===== config.mk =====
export PLATFORM = sky130hd
export DESIGN_NAME = stcu_stk_spill_ram
export DESIGN_NICKNAME = d
export VERILOG_FILES = /design/src/rtl/stcu_stk_spill_ram.sv
export SDC_FILE = /design/constraint.sdc
export NUM_CORES = 2
export LEC_CHECK = 0
export ABC_CLOCK_PERIOD_IN_PS = 19900
export BUFFER_PORTS_ARGS = -buffer_cell sky130_fd_sc_hd__buf_2
export CAP_MARGIN = 20
export CORE_ASPECT_RATIO = 0.5
export CORE_MARGIN = 2
export CORE_UTILIZATION = 55
export CTS_CLUSTER_SIZE = 16
export DETAILED_ROUTE_END_ITERATION = 12
export PLACE_DENSITY = 0.7
export SYNTH_ARGS = -nofsm -noshare
export SYNTH_HDL_FRONTEND = slang
export SYNTH_SLANG_ARGS = --single-unit

===== constraint.sdc =====
create_clock -name clk -period 19.9 [get_ports clk]
set_input_delay 0 -clock clk [delete_from_list [all_inputs] [get_ports clk]]
set_output_delay 0 -clock clk [all_outputs]
set_load 0.05 [all_outputs]

===== src/rtl/stcu_stk_spill_ram.sv =====
// Branch-stack spill RAM: single-port array fronted by a 2-entry write buffer with
// read-priority arbitration, read forwarding from the buffer and a fixed 2-cycle read latency.
module stcu_stk_spill_ram #(
  parameter int unsigned DW    = 98,
  parameter int unsigned DEPTH = 32,
  parameter int unsigned AW    = $clog2(DEPTH > 2 ? DEPTH : 2)
) (
  input  logic          clk,
  input  logic          rst_n,
  input  logic          clear,
  input  logic          wr_vld,
  input  logic [AW-1:0] wr_adr,
  input  logic [DW-1:0] wr_dat,
  output logic          wr_rdy,
  input  logic          rd_vld,
  input  logic [AW-1:0] rd_adr,
  output logic          rd_rdy,
  output logic          rd_ack,
  output logic [DW-1:0] rd_dat,
  output logic          idle,
  output logic          err_oob
);

  localparam bit HasOob = (DEPTH < (1 << AW));

  logic [DW-1:0] mem [DEPTH];
  logic [DW-1:0] ram_rd_q;

  // Write buffer: slot 0 is the head (oldest entry).
  logic [AW-1:0] buf_adr_q [2];
  logic [AW-1:0] buf_adr_d [2];
  logic [DW-1:0] buf_dat_q [2];
  logic [DW-1:0] buf_dat_d [2];
  logic [1:0]    cnt_q, cnt_d;

  logic          gnt_q;
  logic          s1_vld_q, s1_vld_d;
  logic          s1_oob_q, s1_oob_d;
  logic          s1_fwd_q, s1_fwd_d;
  logic [DW-1:0] s1_fwd_dat_q, s1_fwd_dat_d;
  logic          ack_q, ack_d;
  logic [DW-1:0] rd_dat_q, rd_dat_d;
  logic          err_oob_q, err_oob_d;

  logic wr_oob, rd_oob;
  logic wr_acc, rd_acc, push, drain;
  logic match0, match1;

  if (HasOob) begin : g_oob
    assign wr_oob = (32'(wr_adr) >= DEPTH);
    assign rd_oob = (32'(rd_adr) >= DEPTH);
  end else begin : g_no_oob
    assign wr_oob = 1'b0;
    assign rd_oob = 1'b0;
  end

  assign wr_rdy = !clear && (cnt_q != 2'd2);
  // Withhold one read slot when full after a granted read so the head can drain.
  assign rd_rdy = !clear && !((cnt_q == 2'd2) && gnt_q);
  assign wr_acc = wr_vld && wr_rdy;
  assign rd_acc = rd_vld && rd_rdy;
  // Out-of-range writes are accepted but never enter the buffer.
  assign push   = wr_acc && !wr_oob;
  assign drain  = !clear && !rd_acc && (cnt_q != 2'd0);

  assign match0 = (cnt_q != 2'd0) && (buf_adr_q[0] == rd_adr);
  assign match1 = (cnt_q == 2'd2) && (buf_adr_q[1] == rd_adr);

  always_comb begin
    buf_adr_d = buf_adr_q;
    buf_dat_d = buf_dat_q;
    cnt_d     = cnt_q;
    if (clear) begin
      cnt_d = 2'd0;
    end else begin
      if (drain) begin
        buf_adr_d[0] = buf_adr_q[1];
        buf_dat_d[0] = buf_dat_q[1];
      end
      if (push) begin
        if ((cnt_q == 2'd1) && !drain) begin
          buf_adr_d[1] = wr_adr;
          buf_dat_d[1] = wr_dat;
        end else begin
          buf_adr_d[0] = wr_adr;
          buf_dat_d[0] = wr_dat;
        end
      end
      cnt_d = cnt_q + 2'(push) - 2'(drain);
    end
  end

  always_comb begin
    s1_vld_d     = rd_acc && !clear;
    s1_oob_d     = rd_oob;
    s1_fwd_d     = (match0 || match1) && !rd_oob;
    s1_fwd_dat_d = match1 ? buf_dat_q[1] : buf_dat_q[0];
    ack_d        = s1_vld_q && !clear;
    rd_dat_d     = rd_dat_q;
    if (ack_d) begin
      if (s1_oob_q) begin
        rd_dat_d = '0;
      end else if (s1_fwd_q) begin
        rd_dat_d = s1_fwd_dat_q;
      end else begin
        rd_dat_d = ram_rd_q;
      end
    end
    err_oob_d = clear ? 1'b0
                      : (err_oob_q || (wr_acc && wr_oob) || (rd_acc && rd_oob));
  end

  always_ff @(posedge clk or negedge rst_n) begin
    if (!rst_n) begin
      for (int i = 0; i < 2; i++) begin
        buf_adr_q[i] <= '0;
        buf_dat_q[i] <= '0;
      end
      cnt_q        <= 2'd0;
      gnt_q        <= 1'b0;
      s1_vld_q     <= 1'b0;
      s1_oob_q     <= 1'b0;
      s1_fwd_q     <= 1'b0;
      s1_fwd_dat_q <= '0;
      ack_q        <= 1'b0;
      rd_dat_q     <= '0;
      err_oob_q    <= 1'b0;
    end else begin
      buf_adr_q    <= buf_adr_d;
      buf_dat_q    <= buf_dat_d;
      cnt_q        <= cnt_d;
      gnt_q        <= rd_acc;
      s1_vld_q     <= s1_vld_d;
      s1_oob_q     <= s1_oob_d;
      s1_fwd_q     <= s1_fwd_d;
      s1_fwd_dat_q <= s1_fwd_dat_d;
      ack_q        <= ack_d;
      rd_dat_q     <= rd_dat_d;
      err_oob_q    <= err_oob_d;
    end
  end

  // Single port: a drain and a read are mutually exclusive by construction.
  always_ff @(posedge clk) begin
    if (drain) begin
      mem[buf_adr_q[0]] <= buf_dat_q[0];
    end else if (rd_acc && !rd_oob) begin
      ram_rd_q <= mem[rd_adr];
    end
  end

  assign rd_ack  = ack_q;
  assign rd_dat  = rd_dat_q;
  assign idle    = (cnt_q == 2'd0) && !s1_vld_q && !ack_q;
  assign err_oob = err_oob_q;

endmodule


# Word-level counts from Yosys, hierarchy flattened
# Memory sizes are Yosys's and may differ from the RTL's. A register that Yosys moved wholly into a read port is not among the register bits.
# Cells that the tools add are included.
[totals]
ff_bits = 408
ram_bits = 3136
inputBits = 113
out_inout_bits = 103
wordCells = 59
memories = 1
[mem_list]
columns = ["name", "depth", "word_bits", "read_ports", "rd_ports_with_merged_regs", "write_ports", "line", "source"]
rows = [
  ["mem", 32, 98, 1, 1, 1, "26", "logic [DW-1:0] mem [DEPTH];"],
]
[op_classes]
addsub = 2
n_eq_ne = 5
mux = 13
n_bitwise = 2
n_reduce_logical = 25
[ops]
columns = ["operator", "count"]
rows = [
  ["$mux W98", 5],
  ["$mux W196", 1],
  ["$mux W5", 3],
  ["$logic_and A1 B1 Y1", 14],
  ["$eq A5 B5 Y1", 2],
  ["$mux W10", 1],
  ["$logic_not A1 Y1", 6],
  ["$reduce_and A3 Y1", 1],
  ["$add A2 B1 Y2", 1],
  ["$eq A2 B1 Y1 const B", 1],
  ["$eq A2 B2 Y1 const B", 1],
  ["$logic_not A2 Y1", 1],
  ["$mux W1", 2],
  ["$mux W2", 1],
  ["$ne A2 B2 Y1 const B", 1],
  ["$not A1 Y1", 2],
  ["$reduce_and A2 Y1", 1],
  ["$reduce_bool A2 Y1", 1],
  ["$sub A2 B1 Y2", 1],
  ["$logic_or A1 B1 Y1", 1],
]

# Longest topological paths before layout
[depth]
word_depth = 12
mapped_depth = 10
depth_no_buf = 8

# Worst setup path after synthesis
# Ideal clock, no wire load.
[synth_path]
path_kind = "register to register"
startpoint = "register cnt_q[0]"
endpoint = "memory mem[11][0] (enable)"
setup_time_ps = 556
arrival_time_ps = 5652
required_time_ps = 19344
slack_ps = 13692
stages_incl_launch_ff = 8
n_path_buf = 2
period_less_slack_ps = 6208
path_cell_list = "dfrtp_1 > nand2b_1 > a211o_1 > clkbuf_1 > clkbuf_1 > inv_1 > nand3_1 > nor2_1"
[synth_between]
elab_chain_len = 10
word_cells_on_any_way = 11
classes_between = "eq/ne: 1; mux: 2; reduce/logical: 8"
[synth_rtl]
columns = ["item", "line", "source"]
rows = [
  ["start, declared", "34", "logic [1:0] cnt_q, cnt_d;"],
  ["start signal, assigned", "131", "cnt_q <= cnt_d;"],
  ["$eq A2 B2 Y1", "59", "assign rd_rdy = !clear && !((cnt_q == 2'd2) && gnt_q);"],
  ["$logic_and A1 B1 Y1", "59", ""],
  ["$logic_not A1 Y1", "59", ""],
  ["$logic_and A1 B1 Y1", "59", ""],
  ["$logic_and A1 B1 Y1", "61", "assign rd_acc = rd_vld && rd_rdy;"],
  ["$logic_not A1 Y1", "64", "assign drain = !clear && !rd_acc && (cnt_q != 2'd0);"],
  ["$logic_and A1 B1 Y1", "64", ""],
  ["$logic_and A1 B1 Y1 *", "64", ""],
  ["$mux W1 *", "145", "if (drain) begin"],
  ["$mux W1 (implied by the code) *", "146", "mem[buf_adr_q[0]] <= buf_dat_q[0];"],
  ["end, declared", "26", ""],
]
# Every way passes the cells marked *; elsewhere a longest branch is shown, timed or not.

# Final worst setup path
[layout_path]
startpoint = "register cnt_q[0]"
endpoint = "memory mem[17][30] (enable)"
# The elaborated chain is that of the path after synthesis.

==> qor.txt <==
Ys Warns -> 0
WL/cell -> 34.42 um
syn_area_per_cell -> 22.69 um^2
hold slack -> 0.03824 ns
CP Max Fanout -> 42
Slew Limit Headroom -> 17.95%
CP Capture Type -> flop
via count -> 68,440
CTS tree -> built
fin nets -> 6,822
outcome -> finished, final reports clean
port buffer count -> 214
largest net degree at the start of global routing -> 138
die area -> 256,300 um^2
gr ovfl total -> 0
PwrDens -> 118.5 nW/um^2
initial antenna violation count -> 9
Inserted Clock Buffers -> 315
H-tree levels -> 5
critical path class -> flop to flop
Reg clk slew, reported paths -> 0.06 ns
area growth from synthesis to layout -> 13.55%
Max clock buf depth -> 4
sequential-to-total area share from yosys stat -> 77.41%
most frequent cells in the layout -> edfxtp_1 (3,234), mux4_2 (903), dfrtp_1 (407)
Max VDD drop -> 0.07159 mV
final worst-path setup slack -> 14.50 ns
first-pass GRT wire length -> 507,000 um
Worst-Margin Slew -> 1.231 ns
RSZ-0062 raised after global routing -> no
Top FF cell, synth -> edfxtp_1
Detailed Routing Iterations Pass 1 -> 6
Final min period -> 5.404 ns
CTS sink count -> 3,642
Die Ht -> 359.0 um
crit path launch type -> flop
asr flop ratio synth -> 11.20%
Worst EP required -> 20.39 ns
most common cell after layout, fill and taps aside -> edfxtp_1
Setup Fix Bufs, Post-CTS -> 0
ANT nets after route -> 0
Lkg Pwr -> 51.27 nW
Detailed Place HPWL -> 187,600 um
Total Wirelength -> 354,900 um
Distinct cells, synth -> 38
worst min path class -> primary input to flop
fin util -> 62.76%
initial core utilization -> 55.27%
DRC -> 0
Setup violations, final -> 0
setup_tns -> 0 ns
row count -> 130
Slew Viols, Final -> 0
CTS Root Cell -> clkbuf_16
Synth Instances -> 6,111
Tcrit/Tclk final -> 27.16%
fmax -> 0.1850 GHz
Post-Syn Nets -> 6,226
Starting DRT DRC Count -> 9,748
MaxCap Viol Count -> 0
final hold vios -> 0
critical path arrival -> 5.89 ns
EDFF count, synth -> 3,234
layout cells sized above 1 -> 30.18%
Worst-Skew Late Latency -> 0.88 ns
vias per cell -> 6.637
synthesized flop and latch total -> 3,642
Worst Skew -> 0.02915 ns
IO Count -> 216
Place WS -> 14.62 ns
core area -> 250,800 um^2
die width -> 714.0 um
routability cong. -> 0.7903
GRT Overall Usage -> 27.66%
post-synth design cell area -> 138,600 um^2
number of global-route vias before repair -> 69,240
[sequential cells by signal (all words and copies together) (netlist names)]
register and cells:
s1_fwd_q 1, s1_fwd_dat_q 98, cnt_q 2, rd_dat 98, rd_ack 1, gnt_q 1, mem 3136, buf_dat_q 196
ram_rd_q 98, buf_adr_q 10, s1_vld_q 1
[final timing paths]
check	start	endpoint	slack [ns]	cells past startpoint
min reg2reg	rd_dat[76]$_DFFE_PN0P_	rd_dat[76]$_DFFE_PN0P_	0.47	2
min	wr_adr[2]	buf_adr_q[2]$_DFFE_PN0P_	0.04	3
max	cnt_q[0]$_DFF_PN0_	mem[17][30]$_DFFE_PP_	14.50	7
min in group asynchronous	rst_n	buf_dat_q[99]$_DFFE_PN0N_	0.41	4
max reg2reg	cnt_q[0]$_DFF_PN0_	mem[17][30]$_DFFE_PP_	14.50	7
max in group asynchronous	rst_n	buf_dat_q[55]$_DFFE_PN0P_	17.89	5
[metal layers]
metal	GRT usage (%)	up-vias	part of all wire, %
met4	6.573	6	2.6
met5	0	-	0.012
met1	41.27	36970	39
li1	-	26750	-
met3	6.288	551	11
met2	42.38	4167	47
[cell families after synthesis]
kind of cell	synth area share (%)
buf+inv	1.410
xor+xnor	0.06318
flops	77.41
compound gates	1.947
mux	18.56
other cells	0.002705
simple gates	0.5894
fa+ha+maj	0.01805
[through the flow]
| step | std cells | cell area [um^2] | total power [W] |
|---|---|---|---|
| final | 10310 | 157400 | 0.01866 |
| after global routing | 10310 | 157400 | 0.01921 |
| after CTS | 10260 | 156300 | 0.01846 |
| after detailed placement | 9484 | 144100 | 0.01247 |
| after global placement | 9478 | 143900 | 0.01228 |
| after floorplan | 6111 | 138600 | 0.01145 |
[worst max-delay path, cell delays in order, from the launching register on]
cell	delay (ns)
dfrtp_1	0.46
nand2b_1	0.21
a211o_4	0.36
inv_1	0.30
nand3_1	0.73
nor2_4	0.93
buf_4	0.93
buf_4	0.94
[where the power goes]
part	total, W	switching [W]	internal, W	leakage, nW
sequential	0.0105	0.000751	0.00972	33.7
combinational	0.00213	0.00132	0.000814	12.7
clock	0.00606	0.00270	0.00335	4.84
[what timing repair did]
| action | 4_1_cts | 5_1_grt |
|---|---|---|
| hold buffers | 228 | 0 |
| resized for setup | 0 | 0 |
| endpoints found under the hold margin | 343 | 0 |
[area by class of cell]
cell class	instances	area, um^2
Multi-Input combinational cell	2013	29680
Fill cell	16260	93390
Sequential cell	3642	107300
Antenna cell	4	10.01
Timing Repair Buffer	628	5886
Inverter	107	401.6
Clock buffer	431	8783
Clock inverter	120	1117
Tap cell	3366	4212
[synthesized netlist by cell type (7+ instances only)]
cell      count  area (um^2)
edfxtp_1   3234        97110
mux4_2      903        20340
dfrtp_1     408        10210
mux2_2      315         3547
clkbuf_1    189        709.4
mux2i_1     184         1842
a21oi_1     113        565.5
inv_1       106        397.9
buf_2       104        520.5
o32ai_1     103        902.1
nand2_1     102        382.9
o21ai_0      98        490.5
nor2_1       46        172.7
buf_1        37        138.9
o22ai_1      34        212.7
a221o_1      18        180.2
a221oi_1     17        148.9
nor2b_1      15        93.84
nand3_1      13        65.06
buf_6        11        123.9
a211o_1      10        87.58
a22o_1        9        78.83
buf_4         8        60.06
xor2_1        7        61.31
No activity file was read; power rests on OpenSTA's default activity.
